===== src/rtl/sseg_pkg.sv =====
// Shared 7-segment constants: active-low glyphs {g,f,e,d,c,b,a} and scan-capture state encoding.
// The display encoder uses the same glyphs, so edit them here only.
package sseg_pkg;

    localparam logic [6:0] GLYPH_0   = 7'b1000000;
    localparam logic [6:0] GLYPH_1   = 7'b1111001;
    localparam logic [6:0] GLYPH_2   = 7'b0100100;
    localparam logic [6:0] GLYPH_3   = 7'b0110000;
    localparam logic [6:0] GLYPH_4   = 7'b0011001;
    localparam logic [6:0] GLYPH_5   = 7'b0010010;
    localparam logic [6:0] GLYPH_6   = 7'b0000010;
    localparam logic [6:0] GLYPH_7   = 7'b1111000;
    localparam logic [6:0] GLYPH_8   = 7'b0000000;
    localparam logic [6:0] GLYPH_9   = 7'b0010000;
    localparam logic [6:0] GLYPH_A   = 7'b0001000;
    localparam logic [6:0] GLYPH_B   = 7'b0000011;
    localparam logic [6:0] GLYPH_C   = 7'b1000110;
    localparam logic [6:0] GLYPH_D   = 7'b0100001;
    localparam logic [6:0] GLYPH_E   = 7'b0000110;
    localparam logic [6:0] GLYPH_F   = 7'b0001110;
    localparam logic [6:0] SEG_BLANK = 7'b1111111;

    typedef enum logic [1:0] {
        WAIT_SEL = 2'd0,
        SETTLE   = 2'd1,
        HOLD     = 2'd2
    } scan_state_e;

endpackage


===== src/rtl/sseg_pattern_decode.sv =====
// Inverse glyph table: active-low segment pattern -> {ok, hex}.
// Any pattern that is not one of the 16 hex glyphs (blank included) gives ok_o=0.
module sseg_pattern_decode
    import sseg_pkg::*;
(
    input  logic [6:0] pattern_i,
    output logic       ok_o,
    output logic [3:0] hex_o
);

    always_comb begin
        ok_o  = 1'b1;
        hex_o = 4'h0;
        case (pattern_i)
            GLYPH_0: hex_o = 4'h0;
            GLYPH_1: hex_o = 4'h1;
            GLYPH_2: hex_o = 4'h2;
            GLYPH_3: hex_o = 4'h3;
            GLYPH_4: hex_o = 4'h4;
            GLYPH_5: hex_o = 4'h5;
            GLYPH_6: hex_o = 4'h6;
            GLYPH_7: hex_o = 4'h7;
            GLYPH_8: hex_o = 4'h8;
            GLYPH_9: hex_o = 4'h9;
            GLYPH_A: hex_o = 4'hA;
            GLYPH_B: hex_o = 4'hB;
            GLYPH_C: hex_o = 4'hC;
            GLYPH_D: hex_o = 4'hD;
            GLYPH_E: hex_o = 4'hE;
            GLYPH_F: hex_o = 4'hF;
            default: ok_o  = 1'b0;
        endcase
    end

endmodule


===== src/rtl/sseg_scan_capture.sv =====
// Reads back a multiplexed 7-seg bus: synchronises anodes/segments, waits for a slot to settle,
// decodes the glyph and keeps one hex value per digit plus frame/error status.
module sseg_scan_capture
    import sseg_pkg::*;
#(
    parameter int N_DIGITS      = 4,
    parameter int SETTLE_CYCLES = 8,
    parameter int CNT_W         = 4
) (
    input  logic                    clk,
    input  logic                    reset,
    input  logic [N_DIGITS-1:0]     an,
    input  logic [6:0]              seg,
    output logic [4*N_DIGITS-1:0]   digits,
    output logic [N_DIGITS-1:0]     digit_valid,
    output logic                    frame_done,
    output logic                    pattern_err,
    output logic [1:0]              state_dbg
);

    localparam int ZC_W = $clog2(N_DIGITS + 1);

    logic [N_DIGITS-1:0]   an_s1_q, an_s2_q, an_prev_q;
    logic [6:0]            seg_s1_q, seg_s2_q, seg_prev_q;
    scan_state_e           state_q, state_d;
    logic [CNT_W-1:0]      cnt_q, cnt_d;
    logic [4*N_DIGITS-1:0] digits_q, digits_d;
    logic [N_DIGITS-1:0]   valid_q, valid_d, seen_q, seen_d, seen_acc;
    logic                  frame_q, frame_d, err_q, err_d;
    logic [ZC_W-1:0]       zero_cnt;
    logic                  legal_sel, changed, capture, dec_ok;
    logic [3:0]            dec_hex;

    // Two sync stages, then a compare stage holding the previous synced sample.
    always_ff @(posedge clk) begin
        if (reset) begin
            an_s1_q    <= '1;
            an_s2_q    <= '1;
            an_prev_q  <= '1;
            seg_s1_q   <= '1;
            seg_s2_q   <= '1;
            seg_prev_q <= '1;
        end else begin
            an_s1_q    <= an;
            an_s2_q    <= an_s1_q;
            an_prev_q  <= an_s2_q;
            seg_s1_q   <= seg;
            seg_s2_q   <= seg_s1_q;
            seg_prev_q <= seg_s2_q;
        end
    end

    always_comb begin
        zero_cnt = '0;
        for (int i = 0; i < N_DIGITS; i++) begin
            if (!an_s2_q[i]) zero_cnt = zero_cnt + 1'b1;
        end
        legal_sel = (zero_cnt == ZC_W'(1));
        changed   = (an_s2_q != an_prev_q) || (seg_s2_q != seg_prev_q);
    end

    sseg_pattern_decode u_decode (
        .pattern_i (seg_s2_q),
        .ok_o      (dec_ok),
        .hex_o     (dec_hex)
    );

    always_comb begin
        state_d = state_q;
        cnt_d   = cnt_q;
        capture = 1'b0;
        case (state_q)
            WAIT_SEL: begin
                cnt_d = '0;
                if (legal_sel) state_d = SETTLE;
            end
            SETTLE: begin
                if (!legal_sel) begin
                    state_d = WAIT_SEL;
                    cnt_d   = '0;
                end else if (changed) begin
                    cnt_d = '0;
                end else begin
                    cnt_d = cnt_q + 1'b1;
                    // The edge that brings the count to SETTLE_CYCLES is the capture edge.
                    if (cnt_q == CNT_W'(SETTLE_CYCLES - 1)) begin
                        capture = 1'b1;
                        state_d = HOLD;
                    end
                end
            end
            HOLD: begin
                if (changed || !legal_sel) begin
                    cnt_d   = '0;
                    state_d = legal_sel ? SETTLE : WAIT_SEL;
                end
            end
            default: begin
                state_d = WAIT_SEL;
                cnt_d   = '0;
            end
        endcase
    end

    always_comb begin
        digits_d = digits_q;
        valid_d  = valid_q;
        err_d    = err_q;
        seen_d   = seen_q;
        seen_acc = seen_q;
        frame_d  = 1'b0;
        if (capture) begin
            for (int i = 0; i < N_DIGITS; i++) begin
                if (!an_s2_q[i]) begin
                    if (dec_ok) begin
                        digits_d[4*i +: 4] = dec_hex;
                        valid_d[i]         = 1'b1;
                    end else begin
                        valid_d[i] = 1'b0;
                        err_d      = 1'b1;
                    end
                end
            end
            seen_acc = seen_q | ~an_s2_q;
            // The completing slot is not carried into the next frame.
            if (&seen_acc) begin
                frame_d = 1'b1;
                seen_d  = '0;
            end else begin
                seen_d = seen_acc;
            end
        end
    end

    always_ff @(posedge clk) begin
        if (reset) begin
            state_q  <= WAIT_SEL;
            cnt_q    <= '0;
            digits_q <= '0;
            valid_q  <= '0;
            seen_q   <= '0;
            frame_q  <= 1'b0;
            err_q    <= 1'b0;
        end else begin
            state_q  <= state_d;
            cnt_q    <= cnt_d;
            digits_q <= digits_d;
            valid_q  <= valid_d;
            seen_q   <= seen_d;
            frame_q  <= frame_d;
            err_q    <= err_d;
        end
    end

    assign digits      = digits_q;
    assign digit_valid = valid_q;
    assign frame_done  = frame_q;
    assign pattern_err = err_q;
    assign state_dbg   = state_q;

endmodule

===== config.mk =====
export PLATFORM = sky130hd
export DESIGN_NAME = sseg_scan_capture
export DESIGN_NICKNAME = d
export VERILOG_FILES = /design/src/rtl/sseg_pkg.sv /design/src/rtl/sseg_pattern_decode.sv /design/src/rtl/sseg_scan_capture.sv
export SDC_FILE = /design/constraint.sdc
export NUM_CORES = 1
export LEC_CHECK = 0
export CAP_MARGIN = 5
export CELL_PAD_IN_SITES_DETAIL_PLACEMENT = 1
export CELL_PAD_IN_SITES_GLOBAL_PLACEMENT = 1
export CORE_MARGIN = 2
export CORE_UTILIZATION = 42
export DETAILED_ROUTE_END_ITERATION = 8
export PLACE_DENSITY = 0.74
export SKIP_LAST_GASP = 1
export SLEW_MARGIN = 5
export SYNTH_ARGS = -nofsm -noshare
export SYNTH_HDL_FRONTEND = slang
export SYNTH_SLANG_ARGS = --single-unit

===== constraint.sdc =====
create_clock -name clk -period 6.71 [get_ports clk]
set_clock_uncertainty 0.15 [all_clocks]
set_input_delay 1.0065 -clock clk [delete_from_list [all_inputs] [get_ports clk]]
set_output_delay 1.0065 -clock clk [all_outputs]
set_load 0.05 [all_outputs]

Word level (Yosys, flattened, before mapping)
Cells that the tools add are included.

Input bits: 13. Output and inout port bits: 24. Register bits after elaboration: 65.

Bitwise operators: 7. Reduce and logical (&&, ||, !) cells: 17. Muxes and demuxes: 32. Add/subtract/negate cells: 4. Equality and inequality tests: 25.

Operator list (number): $pmux 4 s15 (1); $eq 7x7->1 const B (4); $eq 7x5->1 const B (3); $eq 7x6->1 const B (3); $mux 1 (17); $mux 4 (4); $reduce_or 16->1 (1); $eq 7x2->1 const B (2); $eq 7x4->1 const B (2); $reduce_and 3->1 (4); $mux 2 (5); $add 3x1->3 const B (3); $mux 3 (3); $pmux 4 s2 (1); $reduce_and 2->1 (4); $reduce_and 4->1 (2); $eq 7x3->1 const B (1); $logic_not 7->1 (1); $ne 7x7->1 (1); $ne 3x3->1 const B (2); $pmux 2 s3 (1); $not 1->1 (5); $add 4x1->4 const B (1); $eq 4x3->1 const B (1); other kinds (11) (13).

Depth between registers and ports, before layout
Gate-level depths: netlist of the first run.

Depth after elaboration: 12. Mapped depth: 11. Depth with buffers taken out: 10.

Hierarchy
From an unflattened synthesis of the first run, not the netlist that was laid out.

Cell total of the unflattened synthesis: 290. Area, all modules: 2935.3 µm².

Modules (own cells, without submodules): sseg_scan_capture (sequential area each 1301.2 µm², area each 2571.2 µm², cells each 234, instances 1); sseg_pattern_decode (sequential area each 0.0 µm², area each 364.1 µm², cells each 56, instances 1).

Least setup slack after synthesis of the first run
OpenSTA, ideal clock, no wires.

Path kind: flip-flop to flip-flop. From: reg an_s2_q[0]. To: reg digits_q[0] (netlist: digits[0]). Slack: 4.021 ns. Cell stages (with the launch flop): 10. Arrival: 2.404 ns. Path buffers: 0. Cells stage by stage: dfxtp_1 > inv_1 > ha_1 > xnor2_1 > ha_1 > nor3_1 > a311oi_1 > nor4b_4 > o2111ai_2 > mux2i_1.

Word-level cells in the longest chain between the ends: 11.

Ends and longest elaborated chain: start, declared (RTL line sseg_scan_capture.sv:23) `logic [N_DIGITS-1:0] an_s1_q, an_s2_q, an_prev_q;`; start signal, assigned (RTL line sseg_scan_capture.sv:45) `an_s2_q <= an_s1_q;`; $mux 1 (RTL line sseg_scan_capture.sv:56) `if (!an_s2_q[i]) zero_cnt = zero_cnt + 1'b1;`; $add 3x1->3 (RTL line sseg_scan_capture.sv:56); $mux 3 (RTL line sseg_scan_capture.sv:56); $add 3x1->3 (RTL line sseg_scan_capture.sv:56); $mux 3 (RTL line sseg_scan_capture.sv:56); $add 3x1->3 (RTL line sseg_scan_capture.sv:56); $mux 3 (RTL line sseg_scan_capture.sv:56); $eq 3x1->1 (RTL line sseg_scan_capture.sv:58) `legal_sel = (zero_cnt == ZC_W'(1));`; $mux 1 (RTL line sseg_scan_capture.sv:78) `if (!legal_sel) begin`; $mux 1 (RTL line sseg_scan_capture.sv:72) `case (state_q)`; $reduce_and 3->1 (no source line) *; end signal, assigned (RTL line sseg_scan_capture.sv:147) `digits_q <= digits_d;`; end, declared (RTL line sseg_scan_capture.sv:27) `logic [4*N_DIGITS-1:0] digits_q, digits_d;`.

Mark *: on every way between the ends. The rest lies on a longest branch, timed or not. A chain may end at the register's enable or synchronous reset.

==> metrics, run 1 <==
outcome completed; Yosys warnings 0; cell family with most CP delay buffers and inverters; Synth top cells by count dfxtp_1, nand2_1, or2_2, mux2i_1, nor2_1; antenna cells 0; multi-input logic area ~1500 um2; Fin Hold WS around 0.26 ns; Crit path required time between 6 and 7 ns; die width 87.90 um; syn nets approximately 320; crit path buf inv count 3; setup TNS 0 ns; leakage power about 0.0014 uW; Cells after Synth between 300 and 400; Synth cell types between 50 and 60; GPL Wtd Cong just under 0.8; sequential-to-total area share from yosys stat 0.4401; TritonCTS Buffers 9; fin crit share 0.4737; post-synth design cell area 2957 um2; Initial DRC Count about 130; Clock power frac 0.462; Mean Syn Cell Area ~9.8 um2; drt pass-1 iters 4; RSZ-0062 raised after global routing false; CP Cell Sequence clkdlybuf4s50_1 -> inv_1 -> buf_4 -> o21ai_0 -> mux2i_1; H-tree Lvls 3; slowest cell delay on critical path 1.06 ns; vias per inst roughly 5.3; final core occ 0.5254; gr ovfl total 0; WP depth 5; Fillers roughly 790; top_reg_cell synth dfxtp_1; Sw Ratio 0.2195; most common cell in the netlist dfxtp_1; die area approximately 7700 um2; number of flops mapped to enable cells by yosys 0; share of the synthesized area in the top cell type 0.4401; Port-buffer cells 36; clock latency on the worst-skew pair 0.34 ns; max-slew violation count 0; CTS tree yes; Post-CTS Setup Repair Bufs 0; post-CTS resize count 0; Max Clock Freq ~310 MHz; ranking of synthesized cells by area dfxtp_1, mux2i_1, or2_2; Sequential Power Share 0.476; Nets roughly 350; slowest cell on the critical path clkdlybuf4s50_1; initial antenna violation count 0; Async SR Flop Fraction 0; DR WL/cell about 15 um; CP Data Arrival Time 3.23 ns; Peak VDD IR approximately 0.00011 V; final wirelength approximately 6.4 mm; post-synth top area cell dfxtp_1; CTS clk-pin slew, worst paths 0.07 ns; hold_buf cts 0; vias in the first global route between 2000 and 2500; Max Cap Viol 0; Slew HR 0.4028; Std-Cell Rows 30; Max clock buf depth 2; cells on worst reg2reg path 9; GRT Total Usage 0.1810; combinational group share of total power 0.062; Die Ht ~88 um; first-pass GRT wire length 10.67 mm; # setup viols final 0; Crit Path Max Fanout 33; startpoint types input pin; drc violations 0; via count approximately 2300; worst slew pin tran a little under 0.9 ns; layout cells sized above 1 0.1696; internal power around 670 uW; Hold Crit Class register to register; Power Density approximately 240 nW/um2; Synth Register Bits 65; root buf cell clkbuf_8; Post-DP HPWL about 4.4 mm; largest net degree at the start of global routing 34; cell depth of the worst min-delay path 1; Synth-to-Final Area Change 20.74%; Net Switching roughly 190 uW; Core ar. roughly 6800 um2; Clock Sinks 65; Hold Violations, Final 0; ANT nets after route 0; register cell area after layout approximately 1300 um2; Tmin final 3.179 ns; Starting Density 0.4352; type of the worst setup path input pin to register; I/O pin count 37; critical path capture point type register
stage by stage:
stage                     instance area [um2]  cells  setup slack (ns)  power [uW]
after global routing                     3570    432             3.261       890.0
after floorplan                          2957    301             4.021       453.1
after CTS                                3570    432             3.486       864.5
final                                    3570    432             3.531       853.5
after global placement                   3334    416             3.217       466.0
after detailed placement                 3334    416             3.118       468.5
power by group through the flow:
stage                     clock network, uW  logic, uW  registers, uW
after floorplan                           0       44.7            408
after global placement                    0       51.6            414
after detailed placement                  0       53.5            415
after CTS                               405       53.8            406
after global routing                    423       59.4            408
final                                   394       53.3            406
cell families after synthesis:
family                     after synthesis  share of synthesized area
buffers and inverters                   27                    0.04866
adders and majority gates                4                    0.01693
muxes                                   21                    0.07110
and+or+nand+nor                        123                     0.2552
xor gates and xnor gates                15                    0.04444
AOI/OAI and AO/OA                       46                     0.1236
DFF                                     65                     0.4401
worst register-to-register path, cell delays in order (launching register included):
cell,delay (ns)
dfxtp_1,0.45
inv_1,0.17
ha_1,0.40
xnor2_1,0.17
ha_1,0.34
nor3_1,0.15
a311oi_1,0.12
nor4b_4,0.53
o2111ai_2,0.35
mux2i_1,0.20
layout make-up:
class	instances	area share
multi-input combinational	209	0.4234
sequential	65	0.3645
timing repair buffer	37	0.1030
clock buffer	11	0.03680
tap	96	0.03365
clock inverter	5	0.02909
inverter	9	0.009464
flip-flops by register name, indices dropped and copies added, names as in the netlist:
signal / flops
seg_s2_q: 7
cnt_q: 4
an_prev_q: 4
digit_valid: 4
seg_prev_q: 7
frame_done: 1
digits: 16
pattern_err: 1
state_dbg: 2
an_s2_q: 4
an_s1_q: 4
seg_s1_q: 7
seen_q: 4
path summary, 6_finish.rpt:
| path | from | end | slack (ns) |
|---|---|---|---|
| setup reg to reg | an_s2_q[1]$_SDFF_PP1_ | digits[1]$_SDFFE_PP0P_ | 3.55 |
| hold reg to reg | seg_s1_q[1]$_SDFF_PP1_ | seg_s2_q[1]$_SDFF_PP1_ | 0.26 |
| setup / recovery | reset | digits[8]$_SDFFE_PP0P_ | 3.53 |
| hold / removal | seg_s1_q[1]$_SDFF_PP1_ | seg_s2_q[1]$_SDFF_PP1_ | 0.26 |
layer usage:
metal | vias up | track usage | wire (um)
met5 | - | 0 | 0
met4 | 0 | 0.06713 | 93
met3 | 10 | 0.05184 | 211
met2 | 43 | 0.2906 | 3073
met1 | 1098 | 0.2314 | 2974
li1 | 1121 | - | -
cell usage in the layout, fill, tap and decap left out, drive strengths merged, types with 2 or more instances in the layout:
cell type      synthesis  final
nand2b                 2      2
clkinv                 0      2
o21ai                  9      9
a32oi                  3      3
clkdlybuf4s50          0     36
a21oi                  7      7
bufinv                 0      3
a22oi                  3      3
nand4                  5      5
nand3b                 3      3
and4b                  3      3
a31oi                  2      2
nor3                  11     11
ha                     4      4
or2                   27     27
and3b                  2      2
nor2b                  5      5
mux2i                 21     21
nand3                  3      3
o22ai                  2      2
xor2                   2      2
or3                    3      3
o211ai                 4      4
inv                    9      9
nand2                 30     30
o2111ai                4      4
o21a                   5      5
dfxtp                 65     65
nor4b                  6      6
nor3b                  2      2
clkbuf                 5     11
nor2                  15     15
xnor2                 13     13
No activity file was read; power rests on OpenSTA's default activity.
==> run 2: changes to the inputs <==
Clock period 6.71 ns to 3 ns, I/O delays scaled along.
==> metrics, run 2 (synthesized netlist as in run 1, its figures left out) <==
Crit path required time about 3.1 ns; root buf cell clkbuf_8; initial antenna violation count 0; Starting Density 0.4352; CTS clk-pin slew, worst paths about 0.060 ns; die width 87.90 um; drt pass-1 iters 4; Initial DRC Count 60; Die Ht about 88 um; die area a little under 8000 um2; fin crit share 0.9305; CTS tree yes; hold_buf cts 0; first-pass GRT wire length between 10 and 15 mm; I/O pin count 37; final core occ 0.5385; Slew HR 0.5624; gr ovfl total 0; commonest cells after routing, fill and taps aside dfxtp_1, clkdlybuf4s50_1, nand2_1; outcome completed; antenna cells 0; clock latency on the worst-skew pair 0.34 ns; post-CTS resize count 0; Clock Sinks between 60 and 70; ANT nets after route 0; type of the worst setup path register to register; GRT Total Usage 0.1955; Synth-to-Final Area Change 23.74%; vias per inst ~5.2; Tmin final 2.792 ns; number of flip-flops in the largest register 16; Max clock buf depth 2; startpoint types register; Power Density slightly below 500 nW/um2; DR WL/cell roughly 15 um; vias in the first global route between 2000 and 2500; Std-Cell Rows 30; RSZ-0062 raised after global routing true; via count 2318; cell depth of the worst min-delay path 1; cells on worst reg2reg path 10; max-slew violation count 0; Max Cap Viol 0; Final Instance Area around 3700 um2; TritonCTS Buffers 9; Nets 363; drc violations 0; Fillers between 700 and 800; commonest non-fill, non-tap cell in the layout dfxtp_1; Post-DP HPWL 4.894 mm; final wirelength around 6.7 mm; Port-buffer cells 36; Max Clock Freq 358.2 MHz; DP Area between 3000 and 4000 um2; Peak VDD IR about 0.00029 V; critical path capture point type register; # setup viols final 0; Hold Violations, Final 0; layout cells sized above 1 0.2108; worst slew pin tran ~0.66 ns; H-tree Lvls 3; GPL Wtd Cong ~0.78; largest net degree at the start of global routing 33; leakage power 0.001480 uW; CP Data Arrival Time between 2 and 3 ns; Post-CTS Setup Repair Bufs 0; Crit Path Max Fanout 7; Hold Crit Class register to register; Core ar. between 6000 and 7000 um2
## run 2: changes by cell type in the layout (fill, tap and decap cells not counted)
cell and delta:
buf_4 +15, bufinv_16 -3, clkbuf_8 +6, clkbuf_1 -2, clkinv_4 -1
## run 2: cell type report
type                       instances  area (um2)  area share
clock buffer                      15       206.4     0.05643
clock inverter                     1       5.005    0.001368
inverter                           9       33.78    0.009234
multi-input combinational        209        1511      0.4131
sequential                        65        1301      0.3557
tap                               96       120.1     0.03283
timing repair buffer              52       480.5      0.1313
## run 2: report_power, final
group | leakage (uW) | internal (uW) | switching, uW
combinational | 0.000838 | 66.7 | 71.2
clock | 0.000112 | 435 | 318
sequential | 0.000530 | 882 | 22.2
total | 0.00148 | 1380 | 411
## run 2: critical path, stage by stage, from the launching register on
cell and delay, ns:
dfxtp_1 0.33, inv_1 0.06, ha_1 0.32, xnor2_1 0.14
ha_1 0.30, nor3_1 0.13, a311oi_1 0.07, buf_4 0.17
or3b_1 0.54, nor3_2 0.26, mux2i_1 0.24
## run 2: routing by layer
metal  vias to the layer above  part of all wire  wire, um  track usage
met3                        11             0.029       196      0.03676
met1                      1119              0.46      3103       0.2481
met2                        45              0.49      3271       0.3251
li1                       1143                 -         -            -
met5                         -                 0         0            0
met4                         0             0.019       125      0.08392
## run 2: path summary, 6_finish.rpt
| check | from | endpoint | slack [ns] |
|---|---|---|---|
| worst max-delay path | an_s2_q[0]$_SDFF_PP1_ | digit_valid[0]$_SDFFE_PP0P_ | 0.21 |
| worst max register to register | an_s2_q[0]$_SDFF_PP1_ | digit_valid[0]$_SDFFE_PP0P_ | 0.21 |
| worst min-delay path | seg_s1_q[5]$_SDFF_PP1_ | seg_s2_q[5]$_SDFF_PP1_ | 0.26 |
| worst min register to register | seg_s1_q[5]$_SDFF_PP1_ | seg_s2_q[5]$_SDFF_PP1_ | 0.26 |
## run 2: per-stage QoR
| step | setup WS (ns) | instances | hold slack [ns] | total power [uW] | setup TNS [ns] |
|---|---|---|---|---|---|
| finish | 0.2084 | 447 | 0.2590 | 1795 | 0 |
| global route | -0.01088 | 447 | 0.2771 | 1872 | -0.01088 |
| CTS | 0.1741 | 447 | 0.2594 | 1813 | 0 |
| detailed placement | 0.1888 | 431 | 0.2448 | 1063 | 0 |
| global placement | 0.2955 | 431 | 0.2404 | 1058 | 0 |
| floorplan | 0.3114 | 301 | 0.2395 | 1013 | 0 |
==> run 3: changes to the inputs <==
Settings changed: CORE_UTILIZATION 42 to 43, PLACE_DENSITY 0.74 to 0.76.
==> metrics, run 3 (synthesized netlist as in run 1, its figures left out) <==
largest net degree at the start of global routing 33; Nets between 300 and 400; Power Density a little under 500 nW/um2; Slew HR 0.5547; RSZ-0062 raised after global routing false; fin cells ~430; DR WL/cell 15.46 um; ANT nets after route 0; GR Util met1 0.2413; slowest cell delay on critical path 0.58 ns; Hold Crit Class register to register; Peak VDD IR approximately 0.00031 V; clock latency on the worst-skew pair 0.33 ns; Max clock buf depth 2; final wirelength approximately 6.6 mm; Initial DRC Count 74; critical path capture point type register; Post-CTS Setup Repair Bufs 0; placed insts around 410; hold_buf cts 0; CP Data Arrival Time 2.85 ns; fin crit share 0.9129; GPL Wtd Cong roughly 0.77; root buf cell clkbuf_8; Core ar. between 6000 and 7000 um2; Hold Violations, Final 0; commonest cells after routing, fill and taps aside dfxtp_1, clkdlybuf4s50_1, nand2_1; max-slew violation count 0; GRT Total Usage 0.1903; initial antenna violation count 0; grt met3 use 0.03791; outcome completed; TritonCTS Buffers 9; first-pass GRT wire length 11.21 mm; Max Cap Viol 0; die area around 7600 um2; worst slew pin tran between 0.6 and 0.7 ns; Crit path top cell by count ha_1; antenna cells 0; number of flip-flops in the largest register 16; via count between 2000 and 2500; CP Cell Sequence inv_1 -> ha_1 -> xnor2_1 -> ha_1 -> nor3_1 -> a311oi_1 -> or3b_1 -> nor3_2 -> mux2i_1; Synth-to-Final Area Change 21.50%; pre-CTS setup slack about 0.25 ns; type of the worst setup path register to register; met2 Use GR 0.3137; post-CTS resize count 0; vias in the first global route 2319; Max Clock Freq 365.1 MHz; leakage power between 0.001 and 0.0015 uW; drc violations 0; Post-DP HPWL between 4 and 5 mm; setup TNS 0 ns; Fin Hold WS between 0.2 and 0.3 ns; Clock Sinks between 60 and 70; commonest non-fill, non-tap cell in the layout dfxtp_1; cell family with most CP delay simple AND/OR/NAND/NOR gates; Std-Cell Rows 30; Power Total between 1500 and 2000 uW; Starting Density 0.4400; CTS tree yes; CTS clk-pin slew, worst paths 0.07 ns; Tmin final between 2 and 3 ns; vias per inst around 5.4; gr ovfl total 0; layout cells sized above 1 0.1965; crit path buf inv count 1; Crit path required time about 3.1 ns; startpoint types register; Die Ht 86.92 um; final worst slack between 0.2 and 0.3 ns; I/O pin count 37; die width 86.92 um; # setup viols final 0; Port-buffer cells 36; busiest grt layer met2; H-tree Lvls 3; slowest cell on the critical path or3b_1; drt pass-1 iters 4; Crit Path Max Fanout 7
[run 3: area by class of cell]
| type | instances | area (um2) |
|---|---|---|
| Sequential cell | 65 | 1301 |
| Fill cell | 763 | 3127 |
| Inverter | 9 | 33.78 |
| Tap cell | 80 | 100.1 |
| Clock inverter | 3 | 40.04 |
| Timing Repair Buffer | 48 | 450.4 |
| Clock buffer | 12 | 155.1 |
| Multi-Input combinational cell | 209 | 1511 |
[run 3: worst paths after layout]
kind | cells after the start | slack (ns) | endpoint | from
setup / recovery | 9 | 0.26 | digit_valid[2]$_SDFFE_PP0P_ | an_s2_q[0]$_SDFF_PP1_
hold / removal | 1 | 0.26 | an_s2_q[3]$_SDFF_PP1_ | an_s1_q[3]$_SDFF_PP1_
setup reg to reg | 9 | 0.26 | digit_valid[2]$_SDFFE_PP0P_ | an_s2_q[0]$_SDFF_PP1_
hold reg to reg | 1 | 0.26 | an_s2_q[3]$_SDFF_PP1_ | an_s1_q[3]$_SDFF_PP1_
[run 3: power breakdown]
part	switching (uW)	leakage [uW]	total [uW]	internal, uW
clock network	313	0.000102	735	422
logic	67.4	0.000820	130	62.7
registers	24.2	0.000530	906	882
total	405	0.00145	1770	1370
[run 3: metal layers]
metal / up-vias / share of wire
li1: 1134 / -
met1: 1129 / 0.46
met2: 41 / 0.49
met3: 10 / 0.033
met4: 0 / 0.016
met5: - / 0
[run 3: metrics by stage]
stage	area (um2)	utilization
after floorplan	2957	-
after global placement	3397	0.5056
after detailed placement	3397	0.5056
after CTS	3592	0.5346
after global routing	3592	0.5346
final	3592	0.5346
